### src/rtl/mac_pkg.sv
// Shared encodings and saturation-bound helpers for the MAC accumulator datapath.
// Bounds are returned as 64-bit words; callers keep the low w bits.
package mac_pkg;

  typedef enum logic {
    MAC_MODE_UNSIGNED = 1'b0,
    MAC_MODE_SIGNED   = 1'b1
  } mac_mode_e;

  localparam int MAC_MAX_W = 64;

  typedef logic [MAC_MAX_W-1:0] mac_word_t;

  // Largest representable value of a w-bit accumulator.
  function automatic mac_word_t sat_max(input int w, input logic is_signed);
    mac_word_t r;
    int        ones;
    r    = '0;
    ones = is_signed ? w - 1 : w;
    for (int i = 0; i < MAC_MAX_W; i++) begin
      if (i < ones) r[i] = 1'b1;
    end
    return r;
  endfunction

  // Smallest representable value of a w-bit accumulator.
  function automatic mac_word_t sat_min(input int w, input logic is_signed);
    mac_word_t r;
    r = '0;
    if (is_signed) begin
      for (int i = 0; i < MAC_MAX_W; i++) begin
        if (i >= w - 1) r[i] = 1'b1;
      end
    end
    return r;
  endfunction

endpackage

### src/rtl/mac_sat_add.sv
// Combinational accumulate step: extends the product to ACC_W bits, adds it to the
// accumulator, flags overflow and optionally clamps to the bound that was crossed.
module mac_sat_add
  import mac_pkg::*;
#(
  parameter int PW     = 16,
  parameter int ACC_W  = 20,
  parameter bit SAT_EN = 1'b1
) (
  input  logic [ACC_W-1:0] acc_in,
  input  logic [PW-1:0]    prod,
  input  logic             is_signed,
  output logic [ACC_W-1:0] sum_out,
  output logic             ovf
);

  localparam mac_word_t MAX_S_W = sat_max(ACC_W, 1'b1);
  localparam mac_word_t MAX_U_W = sat_max(ACC_W, 1'b0);
  localparam mac_word_t MIN_S_W = sat_min(ACC_W, 1'b1);
  localparam mac_word_t MIN_U_W = sat_min(ACC_W, 1'b0);

  localparam logic [ACC_W-1:0] MAX_S = MAX_S_W[ACC_W-1:0];
  localparam logic [ACC_W-1:0] MAX_U = MAX_U_W[ACC_W-1:0];
  localparam logic [ACC_W-1:0] MIN_S = MIN_S_W[ACC_W-1:0];
  localparam logic [ACC_W-1:0] MIN_U = MIN_U_W[ACC_W-1:0];

  logic             fill;
  logic [ACC_W-1:0] prod_ext;
  logic [ACC_W:0]   acc_x;
  logic [ACC_W:0]   prod_x;
  logic [ACC_W:0]   sum_x;
  logic             overflow_hi;

  assign fill = is_signed & prod[PW-1];

  genvar gi;
  generate
    for (gi = 0; gi < ACC_W; gi++) begin : g_ext
      if (gi < PW) begin : g_bit
        assign prod_ext[gi] = prod[gi];
      end else begin : g_fill
        assign prod_ext[gi] = fill;
      end
    end
  endgenerate

  // One guard bit is enough to see both signed and unsigned overflow.
  always_comb begin
    acc_x       = {is_signed & acc_in[ACC_W-1], acc_in};
    prod_x      = {fill, prod_ext};
    sum_x       = acc_x + prod_x;
    ovf         = 1'b0;
    overflow_hi = 1'b1;
    if (is_signed) begin
      ovf         = sum_x[ACC_W] ^ sum_x[ACC_W-1];
      overflow_hi = ~sum_x[ACC_W];
    end else begin
      ovf         = sum_x[ACC_W];
      overflow_hi = 1'b1;
    end
  end

  always_comb begin
    sum_out = sum_x[ACC_W-1:0];
    if (SAT_EN && ovf) begin
      if (overflow_hi) sum_out = is_signed ? MAX_S : MAX_U;
      else             sum_out = is_signed ? MIN_S : MIN_U;
    end
  end

endmodule

### src/rtl/mac_accum_pipe.sv
// Two-stage multiply-accumulate core: stage 1 registers the product, stage 2 folds it
// into the accumulator and publishes a framed result on the last beat.
module mac_accum_pipe
  import mac_pkg::*;
#(
  parameter int DATA_W = 8,
  parameter int ACC_W  = 20,
  parameter bit SAT_EN = 1'b1
) (
  input  logic              clk,
  input  logic              rst_n,
  input  logic              ena,
  input  logic              in_valid,
  input  logic              in_last,
  input  logic              signed_mode,
  input  logic [DATA_W-1:0] a,
  input  logic [DATA_W-1:0] b,
  input  logic              clr,
  output logic [ACC_W-1:0]  acc,
  output logic [ACC_W-1:0]  result,
  output logic              out_valid,
  output logic              ovf
);

  localparam int PW = 2 * DATA_W;

  generate
    if (ACC_W < PW) begin : g_bad_acc_w
      $error("mac_accum_pipe: ACC_W must be >= 2*DATA_W");
    end
    if (ACC_W > MAC_MAX_W) begin : g_bad_acc_max
      $error("mac_accum_pipe: ACC_W exceeds MAC_MAX_W");
    end
  endgenerate

  logic             v1_q, v1_d;
  logic             last1_q, last1_d;
  mac_mode_e        mode1_q, mode1_d;
  logic [PW-1:0]    p_q, p_d;
  logic [ACC_W-1:0] acc_q, acc_d;
  logic [ACC_W-1:0] result_q, result_d;
  logic             out_valid_q, out_valid_d;
  logic             ovf_q, ovf_d;

  logic             accept;
  logic [PW-1:0]    a_ext;
  logic [PW-1:0]    b_ext;
  logic [PW-1:0]    prod;
  logic [ACC_W-1:0] sum;
  logic             sum_ovf;

  assign accept = in_valid & ena & ~clr;

  // Extending to PW bits first lets one multiplier serve both modes: the low PW bits
  // of the extended product are the exact signed or unsigned result.
  always_comb begin
    a_ext = signed_mode ? {{DATA_W{a[DATA_W-1]}}, a} : {{DATA_W{1'b0}}, a};
    b_ext = signed_mode ? {{DATA_W{b[DATA_W-1]}}, b} : {{DATA_W{1'b0}}, b};
    prod  = a_ext * b_ext;
  end

  mac_sat_add #(
    .PW     (PW),
    .ACC_W  (ACC_W),
    .SAT_EN (SAT_EN)
  ) u_sat_add (
    .acc_in    (acc_q),
    .prod      (p_q),
    .is_signed (mode1_q == MAC_MODE_SIGNED),
    .sum_out   (sum),
    .ovf       (sum_ovf)
  );

  always_comb begin
    v1_d        = v1_q;
    last1_d     = last1_q;
    mode1_d     = mode1_q;
    p_d         = p_q;
    acc_d       = acc_q;
    result_d    = result_q;
    out_valid_d = out_valid_q;
    ovf_d       = ovf_q;
    if (ena) begin
      if (clr) begin
        v1_d        = 1'b0;
        acc_d       = '0;
        ovf_d       = 1'b0;
        out_valid_d = 1'b0;
      end else begin
        v1_d        = accept;
        out_valid_d = 1'b0;
        if (accept) begin
          p_d     = prod;
          last1_d = in_last;
          mode1_d = signed_mode ? MAC_MODE_SIGNED : MAC_MODE_UNSIGNED;
        end
        if (v1_q) begin
          if (sum_ovf) ovf_d = 1'b1;
          // The closing beat restarts the accumulator so the next frame can follow directly.
          if (last1_q) begin
            result_d    = sum;
            out_valid_d = 1'b1;
            acc_d       = '0;
          end else begin
            acc_d = sum;
          end
        end
      end
    end
  end

  always_ff @(posedge clk or negedge rst_n) begin
    if (!rst_n) begin
      v1_q        <= 1'b0;
      last1_q     <= 1'b0;
      mode1_q     <= MAC_MODE_UNSIGNED;
      p_q         <= '0;
      acc_q       <= '0;
      result_q    <= '0;
      out_valid_q <= 1'b0;
      ovf_q       <= 1'b0;
    end else begin
      v1_q        <= v1_d;
      last1_q     <= last1_d;
      mode1_q     <= mode1_d;
      p_q         <= p_d;
      acc_q       <= acc_d;
      result_q    <= result_d;
      out_valid_q <= out_valid_d;
      ovf_q       <= ovf_d;
    end
  end

  assign acc       = acc_q;
  assign result    = result_q;
  assign ovf       = ovf_q;
  assign out_valid = out_valid_q & ena;

endmodule

### config.mk
export PLATFORM = sky130hd
export DESIGN_NAME = mac_accum_pipe
export DESIGN_NICKNAME = d
export VERILOG_FILES = /design/src/rtl/mac_pkg.sv /design/src/rtl/mac_sat_add.sv /design/src/rtl/mac_accum_pipe.sv
export SDC_FILE = /design/constraint.sdc
export NUM_CORES = 1
export LEC_CHECK = 0
export ABC_AREA = 1
export BUFFER_PORTS_ARGS = -buffer_cell sky130_fd_sc_hd__buf_2
export CORE_MARGIN = 5
export CORE_UTILIZATION = 65
export CTS_CLUSTER_SIZE = 14
export DETAILED_ROUTE_END_ITERATION = 7
export PLACE_DENSITY = 0.86
export SLEW_MARGIN = 15
export SYNTH_ARGS = -nofsm -noshare
export SYNTH_HDL_FRONTEND = slang
export SYNTH_HIERARCHICAL = 1
export SYNTH_SLANG_ARGS = --single-unit
### constraint.sdc
create_clock -name clk -period 7.6 [get_ports clk]
set_clock_uncertainty 0.1 [all_clocks]
set_input_delay 0.76 -clock clk [delete_from_list [all_inputs] [get_ports clk]]
set_output_delay 0.76 -clock clk [all_outputs]
set_load 0.01 [all_outputs]
* Yosys cells after proc, flatten, opt, wreduce, memory -nomap -nowiden *
Index checks and enable logic that the tools add are counted.

cells by class
  reductions and logical operators = 6
  muxes and demuxes = 19
  multipliers = 1
  add/sub/neg operators = 1
  bitwise logic cells = 8

operator list
  cell                          count
  2-to-1 mux 20 bit             7
  2-to-1 mux 16 bit             2
  adder 21 bit                  1
  multiplier 16 x 16 -> 16 bit  1
  2-to-1 mux 1 bit              10
  AND reduction 3 bit           2
  bitwise AND 1 bit             5
  AND reduction 4 bit           1
  nonzero test 2 bit            2
  NOT 1 bit                     2
  AND reduction 2 bit           1
  bitwise XOR 1 bit             1

storage, ports and cells
  word-level logic and storage cells = 43
  register bits = 61
  bits of input ports = 23

* Logic depth before layout (Yosys ltp) *
Gate-level depths: netlist (run 1).

  depth after elaboration = 9
  depth in mapped cells = 30
  depth with buffers taken out = 29

* Hierarchy *
The synthesis (run 1) kept the hierarchy.

modules (own cells, without submodules)
  module          sequential area each (um^2)  cells an instance  area each (um^2)  instances
  mac_accum_pipe  1,526.5                      788                6,357.3           1
  mac_sat_add     0.0                          269                1,587.8           1

* Worst setup path after synthesis (run 1) *
OpenSTA, ideal clock, no wires.

  path kind = input-to-reg
  start = in signed_mode
  end = reg p_q[15]
  data arrival time = 5.591 ns
  stages on the path = 30
  data required time = 7.381 ns
  buffers on the path = 1
  slack = 1.790 ns
  cells stage by stage = buf_6 -> nand2_1 -> inv_2 -> nand2_2 -> nor2_2 -> nor2_1 -> ha_1 -> inv_1 -> fa_1 -> inv_1 -> fa_1 -> inv_1 -> fa_1 -> inv_1 -> fa_1 -> inv_1 -> fa_1 -> inv_1 -> ha_1 -> nand2_1 -> nor3_1 -> nand3_1 -> nand3_1 -> nand2_1 -> a21oi_1 -> nor2_1 -> inv_1 -> nand2_1 -> nand3_1 -> nand2_1

on the way
  word-level cells in the longest chain between the ends = 2

ends and longest elaborated chain
  item                                         RTL line                                    text
  start, declared                              mac_accum_pipe.sv:15                        input logic signed_mode,
  2-to-1 mux 16 bit, on equally long branches  mac_accum_pipe.sv:57, mac_accum_pipe.sv:58
  multiplier 16 x 16 -> 16 bit *               mac_accum_pipe.sv:59                        prod = a_ext * b_ext;
  end signal, assigned                         mac_accum_pipe.sv:126                       p_q <= p_d;
  end, declared                                mac_accum_pipe.sv:39                        logic [PW-1:0] p_q, p_d;

Mark *: on every way between the ends. The rest lies on a longest branch, timed or not.
A chain may end at the register's enable or synchronous reset.

* Worst setup path after layout (run 1) *
Same ends and word-level chain as after synthesis.

==> flow_summary.yaml, run 1 <==
clock_tree:
  cts_setup_buffers: 0
  cts_hold_repair.buffers: 0
  cts_root_buffer: "clkbuf_16"
  cts_tree: "built"
  clock-sinks: 61
  cts_buffers: 9
  cts_buffer_depth: 2
  path_clk_slew_ns: 0.05
  worstSkewPairLatency_ns: 0.33
  ctsResizeCount: 0
  htreeDepth: 3
status:
  status: "completed"
pwr:
  p_sw_share_pct: 49.2
  pwr-share-comb_pct: 67.9
  p_leak_nw: 5.30
  total_power_mw: 2.98
  internal_power_mw: 1.51
  powerDensity_nw_per_um2: 349
  irDropWorstVdd_v: 0.000137
  seq_power_share_pct: 18.7
  p_switching_mw: 1.46
  p_clk_share_pct: 13.4
layout:
  stdcell_count: 1252
  drive_gt1_share_pct: 15.7
  antenna_cells: 0
  fin_nets: 1263
  area_delta_synth_final_pct: 7.40
  fin_area_um2: 8530
  fin_util_pct: 71.0
critical_path:
  cpPeakStageDelay_ns: 0.55
  critPathLaunch: "signed_mode"
  crit_required_ns: 7.72
  critPathArrivalTime_ns: 6.10
  path_class: "in2reg"
  r2r_slack_ns: 4.16
  crit_path_end_kind: "flip-flop"
  r2r_end: "acc[6]"
  cp-start-kind: "input port"
  cp_slowest_cell: "fa_1"
  rr_startpoint: "p_q[0]"
  rr_worst_depth: 15
  crit_fanout: 8
  crit_path_frequent_cell: "inv_1"
logic_synthesis:
  synthTopCellsByCount: "269 x nand2_1, 233 x inv_1, 86 x nand3_1, 70 x fa_1, 70 x ha_1"
  synth_cells: 1057
  synth.yosys.warnings: 6
  yosys.area.top_type_share_pct: 19.2
  seq_area_frac_synth_pct: 19.2
  ys_types: 39
  synth_fp_nets: 1220
  synth_edf_count: 0
  synthesis.area_um2: 7950
  synth_top_family_by_area: "adder cells"
  postSynthAreaPerCell_um2: 7.52
  synthFlopType: "dfrtp_1"
  ys_ff_latch: 61
  synthAdderAreaFrac_pct: 28.7
  ys_async_sr_fraction_pct: 100
  synth_compound_area_share_pct: 4.43
  muxShareOfSynthArea_pct: 2.83
  synthXorXnorAreaFrac_pct: 2.54
  yosysTopAreaCell: "dfrtp_1"
  synth_most_common_cell: "nand2_1"
  netlist_top_cells_area: "dfrtp_1 19%, fa_1 18%, nand2_1 13%"
  synthSimpleGateAreaFrac_pct: 28.2
floorplan:
  die_area_um2: 14500
  chipWidth_um: 121
  die_h_um: 121
  start_util_pct: 66.1
  row_count: 40
  core-area_um2: 12000
  ioPinCount: 65
route:
  wire_per_inst_um: 13.7
  drt-initial-drc-count: 461
  viasPerCell: 5.23
  first_pass_iters: 6
  drc: 0
  drtAntennaViolNets: 0
  vias: 6543
  postRouteWirelength_mm: 17.2
placed_design:
  gp_congestion: 0.933
  dp.cells: 1236
  dp_hpwl_mm: 14.3
  io_buffers: 64
  place_area_um2: 8240
min_path:
  min-delay-start: "p_q[10]"
  hold_depth: 2
  hold_path.class: "reg2reg"
  min_to: "p_q[10]"
timing:
  worst_slew_pin_slew_ns: 1.06
  fmax_mhz: 167
  min_period_ns: 5.98
  fin_crit_sh_pct: 78.7
  tns_ns: 0
  setup_viol: 0
  hold_viol: 0
  maxSlewViolCount: 0
  relSlewSlack_pct: 29.5
  rsz0062_at_grt: "no"
flow_run:
  drv_cap: 0
global_route:
  grt_pass1_vias: 6510
  grt_antenna_before_repair: 0
  overflow: 0
  grt_max_degree: 62
  grtUsageTotal_pct: 24.9
  grt_pass1_wl_mm: 29.6
-- state kept, by name, summed over array words and instances (netlist names) --
signal       count
acc             20
result          20
p_q             16
last1_q          1
mode1_q          1
out_valid_q      1
ovf              1
v1_q             1
-- cell type report --
| type | count | area (um^2) |
|---|---|---|
| timing repair buffer | 67 | 343 |
| clock inverter | 4 | 47.5 |
| multi-input combinational | 723 | 5290 |
| sequential | 61 | 1530 |
| fill | 960 | 3480 |
| clock buffer | 12 | 246 |
| tap | 147 | 184 |
| inverter | 238 | 893 |
-- kinds of logic after synthesis --
kind of cell,count (synthesis)
AND/OR/NAND/NOR,478
adder cells (fa/ha/maj),140
multiplexers,20
flip-flops,61
AO/OA/AOI/OAI,62
XOR/XNOR,23
buffers and inverters,273
-- worst max-delay path, delay by kind of cell --
family	cells	cell delay, ns
adders and majority gates	7	3.22
buffers and inverters	9	0.77
AOI/OAI and AO/OA	1	0.15
and+or+nand+nor	13	1.17
-- how the worst max path moves through the flow --
stage                     slack [ns]  depth (start not counted)       to
after CTS                       1.63                         30  p_q[15]
after detailed placement        1.26                         30  p_q[15]
after floorplan                 1.79                         30  p_q[15]
after global routing            1.17                         30  p_q[15]
final                           1.62                         30  p_q[15]
after global placement          1.50                         30  p_q[15]
-- per-stage QoR --
stage	hold WS (ns)	setup WS, ns
3_5_place_dp	0.374	1.26
4_1_cts	0.391	1.63
5_1_grt	0.400	1.17
3_3_place_gp	0.372	1.50
2_1_floorplan	0.350	1.79
6_report	0.384	1.62
-- per-layer routing --
layer  track usage, %  share of wire (%)  up-vias
li1                 -                  -     3291
met1             32.0                 44     3063
met2             43.6                 49      160
met3             2.95                4.5       29
met4             8.64                2.0        0
met5                0                  0        -
-- cells in the final DEF, fill, tap and decap left out, types with 3 or more instances in the layout --
cell       netlist  routed
a21oi_1         26      26
a31oi_1          4       4
buf_2            7      64
buf_4            4       3
clkbuf_16        0       9
dfrtp_1         61      61
fa_1            70      70
ha_1            70      70
inv_1          233     233
inv_2            4       4
mux2_2          20      20
nand2_1        269     269
nand2_2         28      28
nand2_4          7       7
nand3_1         86      86
nand3_2         15      15
nand3b_1         4       4
nor2_1          47      47
nor2_2           9       9
nor2_4           3       3
o21ai_0         22      22
o21bai_1         4       4
xnor2_1          8       8
xor2_1          15      15
-- power by group through the flow --
stage	clock network (mW)	logic [mW]	registers, mW
4_1_cts	0.406	2.02	0.556
5_1_grt	0.422	2.32	0.574
3_3_place_gp	0	1.94	0.554
6_report	0.400	2.02	0.557
2_1_floorplan	0	1.55	0.577
3_5_place_dp	0	2.01	0.560
No activity file was read; power rests on OpenSTA's default activity.
==> run 2, diff against run 1 <==
--- a/config.mk
+++ b/config.mk
@@ -8,10 +8,10 @@
 export ABC_AREA = 1
 export BUFFER_PORTS_ARGS = -buffer_cell sky130_fd_sc_hd__buf_2
 export CORE_MARGIN = 5
-export CORE_UTILIZATION = 65
+export CORE_UTILIZATION = 56
 export CTS_CLUSTER_SIZE = 14
 export DETAILED_ROUTE_END_ITERATION = 7
-export PLACE_DENSITY = 0.86
+export PLACE_DENSITY = 0.78
 export SLEW_MARGIN = 15
 export SYNTH_ARGS = -nofsm -noshare
 export SYNTH_HDL_FRONTEND = slang
==> constraint.sdc (replaced) <==
create_clock -name clk -period 5.5 [get_ports clk]
set_clock_uncertainty 0.1 [all_clocks]
set_input_delay 0.55 -clock clk [delete_from_list [all_inputs] [get_ports clk]]
set_output_delay 0.55 -clock clk [all_outputs]
set_load 0.01 [all_outputs]
==> flow_summary.yaml, run 2 (synthesis gave the netlist of run 1 again) <==
status:
  status: "completed"
pwr:
  p_sw_share_pct: 47.7
  powerDensity_nw_per_um2: 488
  p_leak_nw: 5.56
  p_switching_mw: 2.10
  p_clk_share_pct: 13.0
  internal_power_mw: 2.30
  irDropWorstVdd_v: 0.000250
  seq_power_share_pct: 17.4
  pwr-share-comb_pct: 69.6
critical_path:
  r2r_end: "result[0]"
  crit_path_end_kind: "flip-flop"
  crit_required_ns: 5.62
  critPathLaunch: "a[7]"
  cp-start-kind: "input port"
  rr_startpoint: "p_q[0]"
  crit_fanout: 7
  critPathCapture: "p_q[15]"
  crit_path_frequent_cell: "inv_1"
  cpPeakStageDelay_ns: 0.54
  critPathArrivalTime_ns: 5.39
  r2r_slack_ns: 2.15
  path_class: "in2reg"
  cp_slowest_cell: "fa_1"
  rr_worst_depth: 15
layout:
  final_common_cell: "nand2_1"
  area_delta_synth_final_pct: 13.4
  drive_gt1_share_pct: 20.3
  fin_area_um2: 9010
  final_cell_mix: "267 x nand2_1, 232 x inv_1, 85 x nand3_1, 70 x fa_1, 69 x ha_1"
  fin_nets: 1312
  fillers: 1196
  regArea_um2: 1530
  antenna_cells: 0
  multiInputGateArea_um2: 5330
clock_tree:
  path_clk_slew_ns: 0.06
  cts_hold_repair.buffers: 0
  clock-sinks: 61
  htreeDepth: 3
  cts_buffers: 9
  cts_buffer_depth: 2
  worstSkewPairLatency_ns: 0.33
  cts_tree: "built"
  cts_root_buffer: "clkbuf_16"
flow_run:
  drv_cap: 0
global_route:
  grt_antenna_before_repair: 0
  grt_pass1_vias: 6778
  overflow: 0
  grt_pass1_wl_mm: 30.7
  grtUsageTotal_pct: 22.6
  grt_max_degree: 62
timing:
  min_period_ns: 5.27
  maxSlewViolCount: 0
  relSlewSlack_pct: 30.2
  finalHoldWorstSlack_ns: 0.256
  fin_crit_sh_pct: 95.8
  fmax_mhz: 190
  worst_slew_pin_slew_ns: 1.04
  setup_viol: 0
  worst_slack_ns: 0.228
  tns_ns: 0
  hold_viol: 0
floorplan:
  chipWidth_um: 129
  start_util_pct: 57.2
  core-area_um2: 13900
  ioPinCount: 65
  row_count: 43
  die_h_um: 129
  die_area_um2: 16700
route:
  vias: 6618
  drc: 0
  viasPerCell: 4.96
  wire_per_inst_um: 12.9
  drt-initial-drc-count: 245
  postRouteWirelength_mm: 17.2
  first_pass_iters: 5
  drtAntennaViolNets: 0
placed_design:
  io_buffers: 64
  dp_hpwl_mm: 14.4
  place_area_um2: 8650
  place_ws_ns: -0.179
  gp_congestion: 0.924
min_path:
  hold_path.class: "in2async"
==> run 2: how the worst min path moves through the flow <==
stage	endpoint	cells past startpoint	slack [ns]	startpoint
after floorplan	acc[0]	0	0.15	rst_n
after global placement	p_q[12]	2	0.37	p_q[12]
after detailed placement	p_q[13]	2	0.38	p_q[13]
after CTS	result[3]	2	0.30	rst_n
after global routing	last1_q	3	0.32	in_last
final	result[3]	2	0.26	rst_n
==> run 2: area by class of cell <==
class                   instances  area share [%]
flip-flops and latches         61            16.9
well taps                     180            2.50
clock buffers                  10            2.65
inverters                     238            9.92
clock inverters                 6           0.778
repair buffers                116            7.99
multi-input cells             723            59.2
==> run 2: metal layers <==
metal | GRT usage [%] | up-vias | routed length, um
li1 | - | 3391 | -
met1 | 28.9 | 3057 | 7600
met2 | 40.2 | 139 | 8530
met3 | 2.02 | 31 | 633
met4 | 8.09 | 0 | 428
met5 | 0 | - | 0
==> run 2: power by group through the flow <==
stage / Sequential (mW) / Combinational (mW) / Clock, mW
2_1_floorplan: 0.798 / 2.15 / 0
3_3_place_gp: 0.767 / 2.88 / 0
3_5_place_dp: 0.774 / 2.95 / 0
4_1_cts: 0.768 / 2.97 / 0.583
5_1_grt: 0.791 / 3.53 / 0.602
6_report: 0.766 / 3.06 / 0.572
==> run 2: what timing repair did <==
action	4_1_cts	5_1_grt
gates resized for setup	0	12
setup endpoints to repair	0	4
buffers inserted	0	1
==> run 2: worst max-delay path: cells and delay by family <==
kind                     cells  cell delay [ns]
AO/OA/AOI/OAI                1             0.14
adder cells (fa/ha/maj)      7             3.13
buffers and inverters        9             0.56
AND/OR/NAND/NOR             13             0.98
==> run 2: per-stage QoR <==
step	instances	total power [mW]	utilization, %
5_1_grt	1334	4.92	64.9
4_1_cts	1333	4.32	64.5
3_3_place_gp	1317	3.65	62.3
2_1_floorplan	1057	2.94	-
6_report	1334	4.40	64.9
3_5_place_dp	1317	3.73	62.3
==> run 3, diff against run 2 <==
--- a/config.mk
+++ b/config.mk
@@ -11,9 +11,9 @@
 export CORE_UTILIZATION = 56
 export CTS_CLUSTER_SIZE = 14
 export DETAILED_ROUTE_END_ITERATION = 7
+export HOLD_SLACK_MARGIN = 0.12
 export PLACE_DENSITY = 0.78
 export SLEW_MARGIN = 15
 export SYNTH_ARGS = -nofsm -noshare
 export SYNTH_HDL_FRONTEND = slang
-export SYNTH_HIERARCHICAL = 1
 export SYNTH_SLANG_ARGS = --single-unit
==> flow_summary.yaml, run 3 <==
critical_path:
  critPathCapture: "p_q[14]"
  rr_worst_depth: 15
  r2r_end: "acc[10]"
  crit_required_ns: 5.62
  r2r_slack_ns: 2.29
  cp_slowest_cell: "fa_1"
  critPathArrivalTime_ns: 5.32
  crit_fanout: 8
  critPathLaunch: "signed_mode"
  rr_startpoint: "mode1_q"
  crit_path_end_kind: "flip-flop"
  cpPeakStageDelay_ns: 0.56
  cp-start-kind: "input port"
  path_class: "in2reg"
clock_tree:
  clock-sinks: 61
  cts_tree: "built"
  path_clk_slew_ns: 0.05
  cts_buffer_depth: 2
  worstSkewPairLatency_ns: 0.33
  cts_setup_buffers: 0
  ctsResizeCount: 0
  cts_root_buffer: "clkbuf_16"
  cts_buffers: 9
  cts_hold_repair.buffers: 0
  htreeDepth: 3
logic_synthesis:
  ys_ff_latch: 61
  yosysTopAreaCell: "dfrtp_1"
  ys_types: 31
  seq_area_frac_synth_pct: 19.9
  synthesis.area_um2: 7660
  synth_cells: 1094
  synth_most_common_cell: "nand2_1"
  synthFlopType: "dfrtp_1"
  postSynthAreaPerCell_um2: 7.00
  synth_fp_nets: 1261
  synth.yosys.warnings: 0
  synthTopCellsByCount: "347 x nand2_1, 249 x inv_1, 99 x nand3_1, 74 x ha_1, 70 x fa_1"
  ys_async_sr_fraction_pct: 100
  synth_edf_count: 0
  yosys.area.top_type_share_pct: 19.9
  netlist_top_cells_area: "dfrtp_1 20%, fa_1 18%, nand2_1 17%"
floorplan:
  die_h_um: 127
  core-area_um2: 13300
  start_util_pct: 57.4
  die_area_um2: 16100
  ioPinCount: 65
  row_count: 42
  chipWidth_um: 127
pwr:
  p_switching_mw: 1.64
  powerDensity_nw_per_um2: 417
  p_sw_share_pct: 45.5
  p_clk_share_pct: 16.0
  p_leak_nw: 5.43
  irDropWorstVdd_v: 0.000199
  pwr-share-comb_pct: 65.4
  seq_power_share_pct: 18.6
  internal_power_mw: 1.97
placed_design:
  gp_congestion: 0.918
  place_ws_ns: -0.167
  io_buffers: 64
  place_area_um2: 8290
  dp.cells: 1334
  dp_hpwl_mm: 14.8
timing:
  maxSlewViolCount: 0
  worst_slack_ns: 0.302
  relSlewSlack_pct: 37.5
  fmax_mhz: 192
  fin_crit_sh_pct: 94.5
  worst_slew_pin_slew_ns: 0.935
  hold_viol: 0
  setup_viol: 0
  finalHoldWorstSlack_ns: 0.272
  min_period_ns: 5.20
layout:
  drive_gt1_share_pct: 11.8
  final_common_cell: "nand2_1"
  final_cell_mix: "346 x nand2_1, 245 x inv_1, 99 x nand3_1, 74 x ha_1, 70 x fa_1"
  antenna_cells: 0
  area_delta_synth_final_pct: 12.9
  fin_util_pct: 64.8
  fin_nets: 1336
  fin_area_um2: 8650
  stdcell_count: 1350
  fillers: 1242
route:
  wire_per_inst_um: 13.2
  viasPerCell: 4.99
  drt-initial-drc-count: 463
  drtAntennaViolNets: 0
  drc: 0
  first_pass_iters: 5
  vias: 6734
  postRouteWirelength_mm: 17.8
global_route:
  grt_antenna_before_repair: 0
  grt_pass1_wl_mm: 31.1
  grtUsageTotal_pct: 23.3
  overflow: 0
  grt_pass1_vias: 6890
  grt_max_degree: 62
flow_run:
  drv_cap: 0
status:
  status: "completed"
min_path:
  hold_path.class: "in2async"
[run 3: cell types whose count changed in the layout (fill, tap and decap cells not counted), sizes merged, moves of 4 or more]
cell / before / now
nand2: 304 / 349
mux2: 20 / 0
buf: 116 / 98
nor2: 60 / 45
inv: 238 / 251
nand4: 2 / 10
xnor2: 8 / 15
xor2: 15 / 9
a21oi: 27 / 31
ha: 70 / 74
[run 3: critical path, delay by kind of cell]
| kind | cells | cell delay (ns) |
|---|---|---|
| AND/OR/NAND/NOR | 9 | 1.12 |
| AO/OA/AOI/OAI | 3 | 0.50 |
| adder cells (fa/ha/maj) | 7 | 2.56 |
| buffers and inverters | 7 | 0.57 |
[run 3: how the worst min path moves through the flow]
| stage | startpoint | to | slack, ns |
|---|---|---|---|
| 2_1_floorplan | rst_n | acc[0] | 0.15 |
| 3_3_place_gp | result[9] | result[9] | 0.36 |
| 3_5_place_dp | result[16] | result[16] | 0.36 |
| 4_1_cts | rst_n | result[1] | 0.30 |
| 5_1_grt | in_last | last1_q | 0.34 |
| 6_report | rst_n | result[9] | 0.27 |
[run 3: area by class of cell]
class	instances	area [um^2]	area share [%]
clock buffer	12	267	3.08
clock inverter	4	45.0	0.521
inverter	252	951	11.0
sequential	61	1530	17.7
multi-input combinational	746	5050	58.4
timing repair buffer	99	586	6.77
tap	176	220	2.55
[run 3: power groups by stage]
stage	clock network [mW]	registers [mW]	logic, mW
6_report	0.576	0.671	2.36
5_1_grt	0.604	0.688	2.73
4_1_cts	0.582	0.672	2.31
3_5_place_dp	0	0.677	2.30
3_3_place_gp	0	0.673	2.23
2_1_floorplan	0	0.702	1.62
[run 3: routing by layer]
metal  vias to the layer above  track usage [%]  part of all wire, %
li1                       3444                -                    -
met1                      3140             29.0                   42
met2                       127             42.8                   52
met3                        23             2.14                  3.6
met4                         0             7.07                  1.8
met5                         -                0                    0
[run 3: cell families after synthesis]
family	count (synthesis)	share of synthesized area [%]
xor gates and xnor gates	24	2.74
adders and majority gates	144	30.4
and+or+nand+nor	516	27.9
buffers and inverters	287	14.7
AOI/OAI and AO/OA	62	4.36
DFF	61	19.9
[run 3: stage by stage]
| step | setup TNS [ns] | power, mW |
|---|---|---|
| after global placement | -0.0195 | 2.90 |
| after CTS | 0 | 3.57 |
| after detailed placement | -0.184 | 2.98 |
| after global routing | -0.000410 | 4.02 |
| final | 0 | 3.61 |
| after floorplan | 0 | 2.32 |
